### src/rtl/udm_pkg.sv
// rtl/udm_pkg.sv - shared FSM states and pipeline constants for the approximate MAC
package udm_pkg;

    // Job-level controller states
    typedef enum logic [1:0] {
        ST_IDLE  = 2'd0,
        ST_RUN   = 2'd1,
        ST_DRAIN = 2'd2,
        ST_DONE  = 2'd3
    } udm_state_e;

    // Register stages between the operand handshake and the accumulator (A and B)
    localparam int unsigned UDM_STAGES = 2;

endpackage

### src/rtl/UDM_nxnA.sv
// rtl/UDM_nxnA.sv - unsigned WxW approximate multiplier built from under-designed 2x2 digits
module UDM_nxnA #(
    parameter int W = 8
) (
    input  logic [W-1:0]   a,
    input  logic [W-1:0]   b,
    output logic [2*W-1:0] p
);

    localparam int ND = W / 2;
    localparam int PW = 2 * W;

    // 2x2 digit product; 3x3 yields 7 so every digit product fits in 3 bits
    function automatic logic [3:0] udm2(input logic [1:0] x, input logic [1:0] y);
        if (x == 2'd3 && y == 2'd3) begin
            return 4'd7;
        end
        return {2'b00, x} * {2'b00, y};
    endfunction

    // The recursive split with exact adders flattens to a shifted sum of all digit products
    always_comb begin
        p = '0;
        for (int i = 0; i < ND; i++) begin
            for (int j = 0; j < ND; j++) begin
                p = p + (PW'(udm2(a[2*i +: 2], b[2*j +: 2])) << (2 * (i + j)));
            end
        end
    end

endmodule

### src/rtl/udm_mac_acc.sv
// rtl/udm_mac_acc.sv - saturating dot-product accumulator over an approximate multiplier
module udm_mac_acc
    import udm_pkg::*;
#(
    parameter int W     = 8,
    parameter int ACC_W = 2 * W + 8,
    parameter int LEN_W = 8
) (
    input  logic             clk,
    input  logic             rst_n,
    input  logic             start,
    input  logic [LEN_W-1:0] len,
    input  logic             in_valid,
    output logic             in_ready,
    input  logic [W-1:0]     in1,
    input  logic [W-1:0]     in2,
    output logic             out_valid,
    input  logic             out_ready,
    output logic [ACC_W-1:0] acc_out,
    output logic             busy,
    output logic             ovf
);

    // Pipeline occupancy {B, A}: the last product is in flight to C when only B is valid
    localparam logic [UDM_STAGES-1:0] LAST_IN_C = {1'b1, {(UDM_STAGES-1){1'b0}}};

    udm_state_e       state_q, state_d;
    logic [LEN_W-1:0] cnt_q, cnt_d;
    logic [ACC_W-1:0] acc_q, acc_d;
    logic             ovf_q, ovf_d;
    logic             a_valid_q, a_valid_d;
    logic [W-1:0]     a_in1_q, a_in1_d;
    logic [W-1:0]     a_in2_q, a_in2_d;
    logic             b_valid_q, b_valid_d;
    logic [2*W-1:0]   b_prod_q, b_prod_d;

    logic [2*W-1:0]        mult_p;
    logic [ACC_W:0]        acc_sum;
    logic                  accept;
    logic [UDM_STAGES-1:0] pipe_valid;

    UDM_nxnA #(
        .W (W)
    ) u_mul (
        .a (a_in1_q),
        .b (a_in2_q),
        .p (mult_p)
    );

    assign accept     = in_valid && (state_q == ST_RUN);
    assign pipe_valid = {b_valid_q, a_valid_q};
    assign acc_sum    = {1'b0, acc_q} + {{(ACC_W + 1 - 2 * W){1'b0}}, b_prod_q};
    assign acc_out    = acc_q;
    assign ovf        = ovf_q;

    // Pipeline advance, saturating accumulate, controller next-state and status outputs
    always_comb begin
        state_d   = state_q;
        cnt_d     = cnt_q;
        acc_d     = acc_q;
        ovf_d     = ovf_q;
        in_ready  = 1'b0;
        out_valid = 1'b0;
        busy      = (state_q != ST_IDLE);

        a_valid_d = accept;
        a_in1_d   = accept ? in1 : a_in1_q;
        a_in2_d   = accept ? in2 : a_in2_q;
        b_valid_d = a_valid_q;
        b_prod_d  = a_valid_q ? mult_p : b_prod_q;

        if (b_valid_q) begin
            if (acc_sum[ACC_W]) begin
                acc_d = '1;
                ovf_d = 1'b1;
            end else begin
                acc_d = acc_sum[ACC_W-1:0];
            end
        end

        case (state_q)
            ST_IDLE: begin
                if (start) begin
                    acc_d = '0;
                    ovf_d = 1'b0;
                    if (len != '0) begin
                        cnt_d   = len;
                        state_d = ST_RUN;
                    end else begin
                        state_d = ST_DONE;
                    end
                end
            end
            ST_RUN: begin
                in_ready = 1'b1;
                if (accept) begin
                    cnt_d = cnt_q - LEN_W'(1);
                    if (cnt_q == LEN_W'(1)) begin
                        state_d = ST_DRAIN;
                    end
                end
            end
            ST_DRAIN: begin
                if (pipe_valid == LAST_IN_C) begin
                    state_d = ST_DONE;
                end
            end
            ST_DONE: begin
                out_valid = 1'b1;
                if (out_ready) begin
                    state_d = ST_IDLE;
                end
            end
            default: begin
                state_d = ST_IDLE;
            end
        endcase
    end

    // Control state and valid bits; reset discards any job in flight
    always_ff @(posedge clk or negedge rst_n) begin
        if (!rst_n) begin
            state_q   <= ST_IDLE;
            cnt_q     <= '0;
            acc_q     <= '0;
            ovf_q     <= 1'b0;
            a_valid_q <= 1'b0;
            b_valid_q <= 1'b0;
        end else begin
            state_q   <= state_d;
            cnt_q     <= cnt_d;
            acc_q     <= acc_d;
            ovf_q     <= ovf_d;
            a_valid_q <= a_valid_d;
            b_valid_q <= b_valid_d;
        end
    end

    // Operand and product registers, qualified by the valid bits above
    always_ff @(posedge clk) begin
        a_in1_q  <= a_in1_d;
        a_in2_q  <= a_in2_d;
        b_prod_q <= b_prod_d;
    end

endmodule
### config.mk
export PLATFORM = sky130hd
export DESIGN_NAME = udm_mac_acc
export DESIGN_NICKNAME = d
export VERILOG_FILES = /design/src/rtl/udm_pkg.sv /design/src/rtl/UDM_nxnA.sv /design/src/rtl/udm_mac_acc.sv
export SDC_FILE = /design/constraint.sdc
export NUM_CORES = 1
export LEC_CHECK = 0
export CORE_UTILIZATION = 30
export CTS_CLUSTER_DIAMETER = 80
export DETAILED_ROUTE_END_ITERATION = 10
export SYNTH_ARGS = -nofsm -noshare
export SYNTH_HDL_FRONTEND = slang
export SYNTH_SLANG_ARGS = --single-unit
### constraint.sdc
create_clock -name clk -period 8.3 [get_ports clk]
set_clock_uncertainty 0.05 [all_clocks]
set_input_delay 0.83 -clock clk [delete_from_list [all_inputs] [get_ports clk]]
set_output_delay 0.83 -clock clk [all_outputs]
set_load 0.01 [all_outputs]
==> summary.md, run 1 <==
| Metric | Value |
|---|---|
| Status | `complete, no violations` |
| Die X | `~150 µm` |
| Row count | `between 50 and 60` |
| Syn-to-layout area delta | `17.0%` |
| Vias in the first global route | `roughly 4.5k` |
| Global route overflow | `0` |
| Drt first pass iters | `4` |
| Cell family with most CP delay | `adder cells` |
| CP Class | `reg -> reg` |
| Antenna Violating Nets Remaining | `0` |
| Clock Latency Late Sink | `0.35 ns` |
| Post-cts repair resize count | `0` |
| Gate Count Post-Synth | `649` |
| Wirelength, routed | `around 13 mm` |
| Max-slew headroom at the worst pin | `roughly two fifths` |
| I/O pin count | `57` |
| DR WL/cell | `about 13 µm` |
| Slowest stage delay, CP | `roughly 0.60 ns` |
| Maximum fanout along the worst path | `12` |
| FF-to-FF path depth | `20` |
| Hold depth | `2` |
| Slew @ Worst Pin | `about 0.9 ns` |
| Worst r2r dst | `b_prod_q[15]$_DFFE_PP_` |
| Antenna violations before repair | `0` |
| Critical Path RT | `roughly 8.4 ns` |
| Period minus WS final | `between 6 and 7 ns` |
| GP Congestion | `slightly above 0.8` |
| Starting Density | `between 30% and 40%` |
| Peak Freq | `0.160 GHz` |
| Power density over the cells | `between 400 and 500 nW/µm²` |
| Area leader, netlist | `ha_1` |
| Number of synthesized flops with an enable pin | `32` |
| Sequential share of the synthesized area | `between 20% and 30%` |
| Syn Nets | `between 800 and 900` |
| Hpwl dp | `10.1 mm` |
| Library cells used by synthesis | `61` |
| Pin count of the biggest net entering global routing | `38` |
| Setup bufs post-CTS | `0` |
| CTS max path bufs | `2` |
| RR Startpoint | `a_in2_q[0]$_DFFE_PP_` |
| N_diodes | `0` |
| Die height | `148 µm` |
| Critical Path End Type | `register` |
| Setup violators final | `0` |
| CP startpoint kind | `register` |
| CTS tree | `built` |
| Final Cycle Share | `75.5%` |
| Synth Warn # | `0` |
| Ranking of synthesized cells by area | `ha_1 (17%), edfxtp_1 (15%), dfrtp_1 (14%)` |
| Leak | `approximately 3.4 nW` |
| Fraction of layout cells with a size suffix above 1 | `under 10%` |
| Top cell type's share of synthesized area | `between 15 and 20%` |
| # DRC | `0` |
| Reg clk slew, reported paths | `~0.070 ns` |
| Max-slew violation count | `0` |
| TritonCTS Buffers | `9` |
| Via density | `roughly 4.7` |
| Worst Path Buf+Inv | `2` |
| Core area | `21000 µm²` |
| Ys async rst share | `between 50 and 60%` |
| Worst hold path startpoint | `ovf$_DFF_PN0_` |
| First-pass GRT wire length | `about 22 mm` |
| Port Buf Inserts | `between 50 and 60` |
| Mapped cell area | `between 6000 and 7000 µm²` |
| Worst VDD drop | `about 0.24 mV` |
| Setup WS pre-CTS | `about 2 ns` |
| Total of max-cap violations | `0` |
| H-Tree Level Count | `3` |
| NumNets Final | `between 800 and 900` |
| Prevailing post-synth register cell | `dfrtp_1` |
| Full die area | `approximately 22000 µm²` |
| Clk Tree Root Cell | `clkbuf_16` |
| Seq cells post-synth | `between 60 and 70` |
| Hold-fix buffers, CTS | `0` |
| Most used cell, CP | `fa_1` |
| # clock sinks | `approximately 70` |
| Iter 0 DRT Violations | `between 100 and 150` |
| Hold endpoint | `ovf$_DFF_PN0_` |
| Worst path cell trace | `and2_1 > ha_1 > ha_1 > nand2b_1 > ha_1 > fa_1 > and4_1 > fa_1 > inv_1 > fa_1 > fa_1 > fa_1 > inv_1 > ha_1 > a21o_1 > a21oi_1 > o21ai_0 > o41ai_1 > o21ai_0 > xnor2_1` |
| Final Worst Setup Slack | `between 2 and 2.5 ns` |
| Vias | `4578` |
| Worst Path Arrival | `6.32 ns` |
| Tot GR Track Use | `between 10 and 15%` |
| R2r setup slk | `~2.0 ns` |
| HP Class | `reg -> reg` |
| RSZ-0062 raised after global routing | `false` |
| Final Hold Violating Endpoints | `0` |
| Critical Path Slowest Stage Cell | `fa_1` |
| Setup TNS | `0 ns` |
| Syn avg cell area | `a little under 10 µm²` |
## cells in the final DEF, fill, tap and decap left out, drive strengths merged, types with 7 or more instances in the layout
master,synthesis,routed
o21ai,34,34
a21o,14,14
and2,67,67
nand3,11,11
nor3,11,11
nand2b,26,26
nand2,31,31
dfrtp,37,37
clkdlybuf4s50,0,55
a21oi,39,39
ha,88,88
nand4,20,20
edfxtp,32,32
nor2b,12,12
inv,57,62
xor2,8,8
clkbuf,21,9
o22ai,7,7
xnor2,16,16
fa,38,38
nor2,18,18
## Yosys cell counts, types with 6 or more instances
cell,number
xor2_1,8
a21oi_1,36
inv_1,57
and2_1,67
xnor2_1,16
dfrtp_1,37
nand2b_1,26
nor3_1,9
o22ai_1,7
nor2b_1,12
nor2_1,17
nand2_1,31
ha_1,88
clkbuf_1,21
o21ai_0,34
edfxtp_1,32
nand3_1,11
a31oi_1,6
a21o_1,14
fa_1,38
nand4_1,20
## layer usage
metal / part of all wire, % / up-vias / track usage [%]
met5: 0 / - / 0
met4: 0.46 / 0 / 2.63
met3: 3.7 / 6 / 3.37
met2: 46 / 68 / 20.9
met1: 50 / 2143 / 16.4
li1: - / 2361 / -
## kinds of logic (layout without fill, tap and decap cells)
family | after synthesis | count (layout) | share of synthesized area, %
xor gates and xnor gates | 24 | 24 | 3.28
AOI/OAI and AO/OA | 134 | 134 | 13.8
adders and majority gates | 126 | 126 | 29.1
buffers and inverters | 84 | 130 | 5.22
DFF | 69 | 69 | 29.5
and+or+nand+nor | 210 | 210 | 18.9
muxes | 2 | 2 | 0.313
## state kept, by name, summed over array words and instances (netlist names)
signal / flops
a_in2_q: 8
state_q: 2
ovf: 1
a_in1_q: 8
b_valid_q: 1
b_prod_q: 16
a_valid_q: 1
acc_out: 24
cnt_q: 8
## power by group
group | internal [mW] | switching, mW | leakage [nW]
clock | 0.237 | 0.164 | 0.152
sequential | 0.599 | 0.154 | 0.763
combinational | 1.09 | 1.23 | 2.48
## worst reg2reg max path, delay by kind of cell, from the launching register on
family | cells | cell delay (ns)
AO/OA/AOI/OAI | 5 | 1.19
XOR/XNOR | 1 | 0.15
adder cells (fa/ha/maj) | 9 | 3.38
buffers and inverters | 2 | 0.11
flip-flops | 1 | 0.53
AND/OR/NAND/NOR | 3 | 0.60
## how the worst max path moves through the flow
| stage | startpoint | end | depth (start not counted) |
|---|---|---|---|
| 2_1_floorplan | a_in2_q[1]$_DFFE_PP_ | b_prod_q[15]$_DFFE_PP_ | 21 |
| 3_3_place_gp | a_in2_q[1]$_DFFE_PP_ | b_prod_q[15]$_DFFE_PP_ | 20 |
| 3_5_place_dp | a_in2_q[0]$_DFFE_PP_ | b_prod_q[15]$_DFFE_PP_ | 20 |
| 4_1_cts | a_in2_q[0]$_DFFE_PP_ | b_prod_q[15]$_DFFE_PP_ | 20 |
| 5_1_grt | a_in2_q[1]$_DFFE_PP_ | b_prod_q[15]$_DFFE_PP_ | 20 |
| 6_report | a_in2_q[0]$_DFFE_PP_ | b_prod_q[15]$_DFFE_PP_ | 20 |
## stage by stage
step / area (µm²) / hold WS [ns] / std cells / power (mW) / util, %
floorplan: 6400 / 0.449 / 649 / 2.57 / -
global placement: 7190 / 0.431 / 954 / 3.08 / 34.3
detailed placement: 7190 / 0.443 / 954 / 3.09 / 34.3
CTS: 7490 / 0.459 / 970 / 3.53 / 35.8
global route: 7490 / 0.462 / 970 / 3.88 / 35.8
finish: 7490 / 0.455 / 970 / 3.48 / 35.8
## cell type report
type	count	area [µm²]
fill	2179	13500
multi-input combinational	496	4180
sequential	69	1890
timing repair buffer	57	563
tap	275	344
clock buffer	9	225
inverter	57	214
clock inverter	7	77.6
Power figures use the tool's default switching activity.
==> run 2: changes to the inputs <==
==> constraint.sdc (replaced) <==
create_clock -name clk -period 6 [get_ports clk]
set_clock_uncertainty 0.05 [all_clocks]
set_input_delay 0.6 -clock clk [delete_from_list [all_inputs] [get_ports clk]]
set_output_delay 0.6 -clock clk [all_outputs]
set_load 0.01 [all_outputs]
==> run 2 against run 1 <==
Non-clock buffer count increased by 11. First-iteration DRC count increased by 55%. Design area increased by 1.3%. Routed wire length increased by 3.0%. Largest cell class unchanged. Critical path type unchanged. Worst hold slack got worse by 0.13 ns.
==> summary.md, run 2 (synthesis results as in run 1) <==
| Metric | Value |
|---|---|
| TritonCTS Buffers | `9 (unchanged)` |
| Vias in the first global route | `4768 (was 4535)` |
| Row count | `53 (unchanged)` |
| Iter 0 DRT Violations | `231 (was 149)` |
| Critical Path RT | `6.05 ns (was 8.35 ns)` |
| Setup TNS | `0 ns (unchanged)` |
| Peak Freq | `0.174 GHz (was 0.160 GHz)` |
| DP Cell Count | `965 (was 954)` |
| Hold-fix buffers, CTS | `0 (unchanged)` |
| RR Startpoint | `a_in2_q[1]$_DFFE_PP_ (was a_in2_q[0]$_DFFE_PP_)` |
| Die X | `148 µm (unchanged)` |
| CP Class | `reg -> reg (unchanged)` |
| Drt first pass iters | `4 (unchanged)` |
| Max-slew headroom at the worst pin | `38.8% (was 40.1%)` |
| Post-cts repair resize count | `0 (unchanged)` |
| Final Cycle Share | `95.7% (was 75.5%)` |
| RSZ-0062 raised after global routing | `false (unchanged)` |
| First-pass GRT wire length | `23.1 mm (was 21.9 mm)` |
| Port Buf Inserts | `56 (unchanged)` |
| Hpwl dp | `10.3 mm (was 10.1 mm)` |
| CTS max path bufs | `2 (unchanged)` |
| Max-slew violation count | `0 (unchanged)` |
| Worst hold margin | `0.321 ns (was 0.455 ns)` |
| Antenna violations before repair | `0 (unchanged)` |
| Setup WS pre-CTS | `0.0461 ns (was 2.01 ns)` |
| Vias | `4704 (was 4578)` |
| Final Hold Violating Endpoints | `0 (unchanged)` |
| Total of max-cap violations | `0 (unchanged)` |
| Maximum fanout along the worst path | `2 (was 12)` |
| # DRC | `0 (unchanged)` |
| Max reg flops | `24 (unchanged)` |
| I/O pin count | `57 (unchanged)` |
| N_diodes | `0 (unchanged)` |
| # clock sinks | `69 (unchanged)` |
| Die height | `148 µm (unchanged)` |
| GP Congestion | `0.830 (was 0.826)` |
| R2r setup slk | `0.26 ns (was 2.03 ns)` |
| Fraction of layout cells with a size suffix above 1 | `6.94% (was 5.04%)` |
| Layout Cells excl Fill | `981 (was 970)` |
| Setup bufs post-CTS | `0 (unchanged)` |
| Worst r2r dst | `b_prod_q[15]$_DFFE_PP_ (unchanged)` |
| Syn-to-layout area delta | `18.5% (was 17.0%)` |
| Pin count of the biggest net entering global routing | `38 (unchanged)` |
| Slew @ Worst Pin | `0.917 ns (was 0.899 ns)` |
| Final Worst Setup Slack | `0.261 ns (was 2.03 ns)` |
| Antenna Violating Nets Remaining | `0 (unchanged)` |
| H-Tree Level Count | `3 (unchanged)` |
| CP startpoint kind | `register (unchanged)` |
| Full die area | `21900 µm² (unchanged)` |
| Status | `complete, no violations (unchanged)` |
| Core area | `21000 µm² (unchanged)` |
| Global route overflow | `0 (unchanged)` |
| Reg clk slew, reported paths | `0.07 ns (about the same)` |
| Critical Path End Type | `register (unchanged)` |
| NumNets Final | `856 (was 845)` |
| Tot GR Track Use | `13.2% (was 12.6%)` |
| HP Class | `in -> async (was reg -> reg)` |
| Setup violators final | `0 (unchanged)` |
| Commonest non-fill, non-tap cell in the layout | `ha_1 (unchanged)` |
| Commonest non-fill, non-tap cells in the layout | `ha_1 (88), and2_1 (67), inv_1 (57), clkdlybuf4s50_1 (55) (was ha_1 (88), and2_1 (67), inv_1 (57), clkdlybuf4s50_1 (55), fa_1 (38))` |
| DR WL/cell | `13.5 µm (was 13.3 µm)` |
| Starting Density | `30.6% (unchanged)` |
| Period minus WS final | `5.74 ns (was 6.27 ns)` |
| CTS tree | `built (unchanged)` |
| Clock Latency Late Sink | `0.35 ns (about the same)` |
| Wirelength, routed | `13.3 mm (was 12.9 mm)` |
| Worst Path Arrival | `5.79 ns (was 6.32 ns)` |
| Clk Tree Root Cell | `clkbuf_16 (unchanged)` |
| FF-to-FF path depth | `20 (unchanged)` |
| Via density | `4.80 (was 4.72)` |
[run 2: changes by cell type in the layout (fill, tap and decap cells not counted), moves of 2 or more]
cell | before | now
buf_4 | 1 | 12
clkinv_4 | 1 | 3
inv_4 | 2 | 0
inv_6 | 3 | 1
o21ai_0 | 34 | 32
o21ai_1 | 0 | 2
[run 2: layout make-up]
cell class | instances | area, µm²
clock buffers | 11 | 264
clock inverters | 5 | 40.0
fillers | 2162 | 13400
inverters | 57 | 214
multi-input cells | 496 | 4200
flip-flops and latches | 69 | 1890
well taps | 275 | 344
repair buffers | 68 | 646
[run 2: worst max-delay path by stage]
stage                               from                endpoint  slack [ns]
floorplan           a_in2_q[1]$_DFFE_PP_  b_prod_q[15]$_DFFE_PP_        0.05
global placement    a_in2_q[1]$_DFFE_PP_  b_prod_q[15]$_DFFE_PP_        0.13
detailed placement  a_in2_q[1]$_DFFE_PP_  b_prod_q[15]$_DFFE_PP_        0.05
CTS                 a_in2_q[1]$_DFFE_PP_  b_prod_q[15]$_DFFE_PP_        0.03
global route        a_in2_q[1]$_DFFE_PP_  b_prod_q[15]$_DFFE_PP_        0.01
finish              a_in2_q[1]$_DFFE_PP_  b_prod_q[15]$_DFFE_PP_        0.26
[run 2: routing by layer]
| layer | GRT usage [%] | vias up | part of all wire (%) |
|---|---|---|---|
| li1 | - | 2383 | - |
| met1 | 17.4 | 2245 | 50 |
| met2 | 21.9 | 65 | 46 |
| met3 | 2.61 | 11 | 3.2 |
| met4 | 3.76 | 0 | 1.2 |
| met5 | 0 | - | 0 |
[run 2: stage by stage]
stage / area [µm²] / utilization, %
after floorplan: 6400 / -
after global placement: 7270 / 34.7
after detailed placement: 7270 / 34.7
after CTS: 7580 / 36.2
after global routing: 7590 / 36.2
final: 7590 / 36.2
[run 2: worst max-delay path, cell delays in order (launching register included)]
cell and delay (ns):
edfxtp_1 0.37, and2_1 0.17, ha_1 0.19, ha_1 0.26
nand2b_1 0.15, ha_1 0.23, fa_2 0.36, and4_1 0.22
fa_1 0.50, inv_1 0.05, fa_1 0.44, fa_1 0.49
fa_1 0.57, inv_1 0.05, ha_1 0.28, a21o_1 0.19
a21oi_2 0.15, o21ai_1 0.11, o41ai_2 0.38, o21ai_1 0.14
xnor2_1 0.13
Power of run 2 is not shown: default switching activity piles up to over one toggle a cycle in this logic, so the estimate is an artifact.
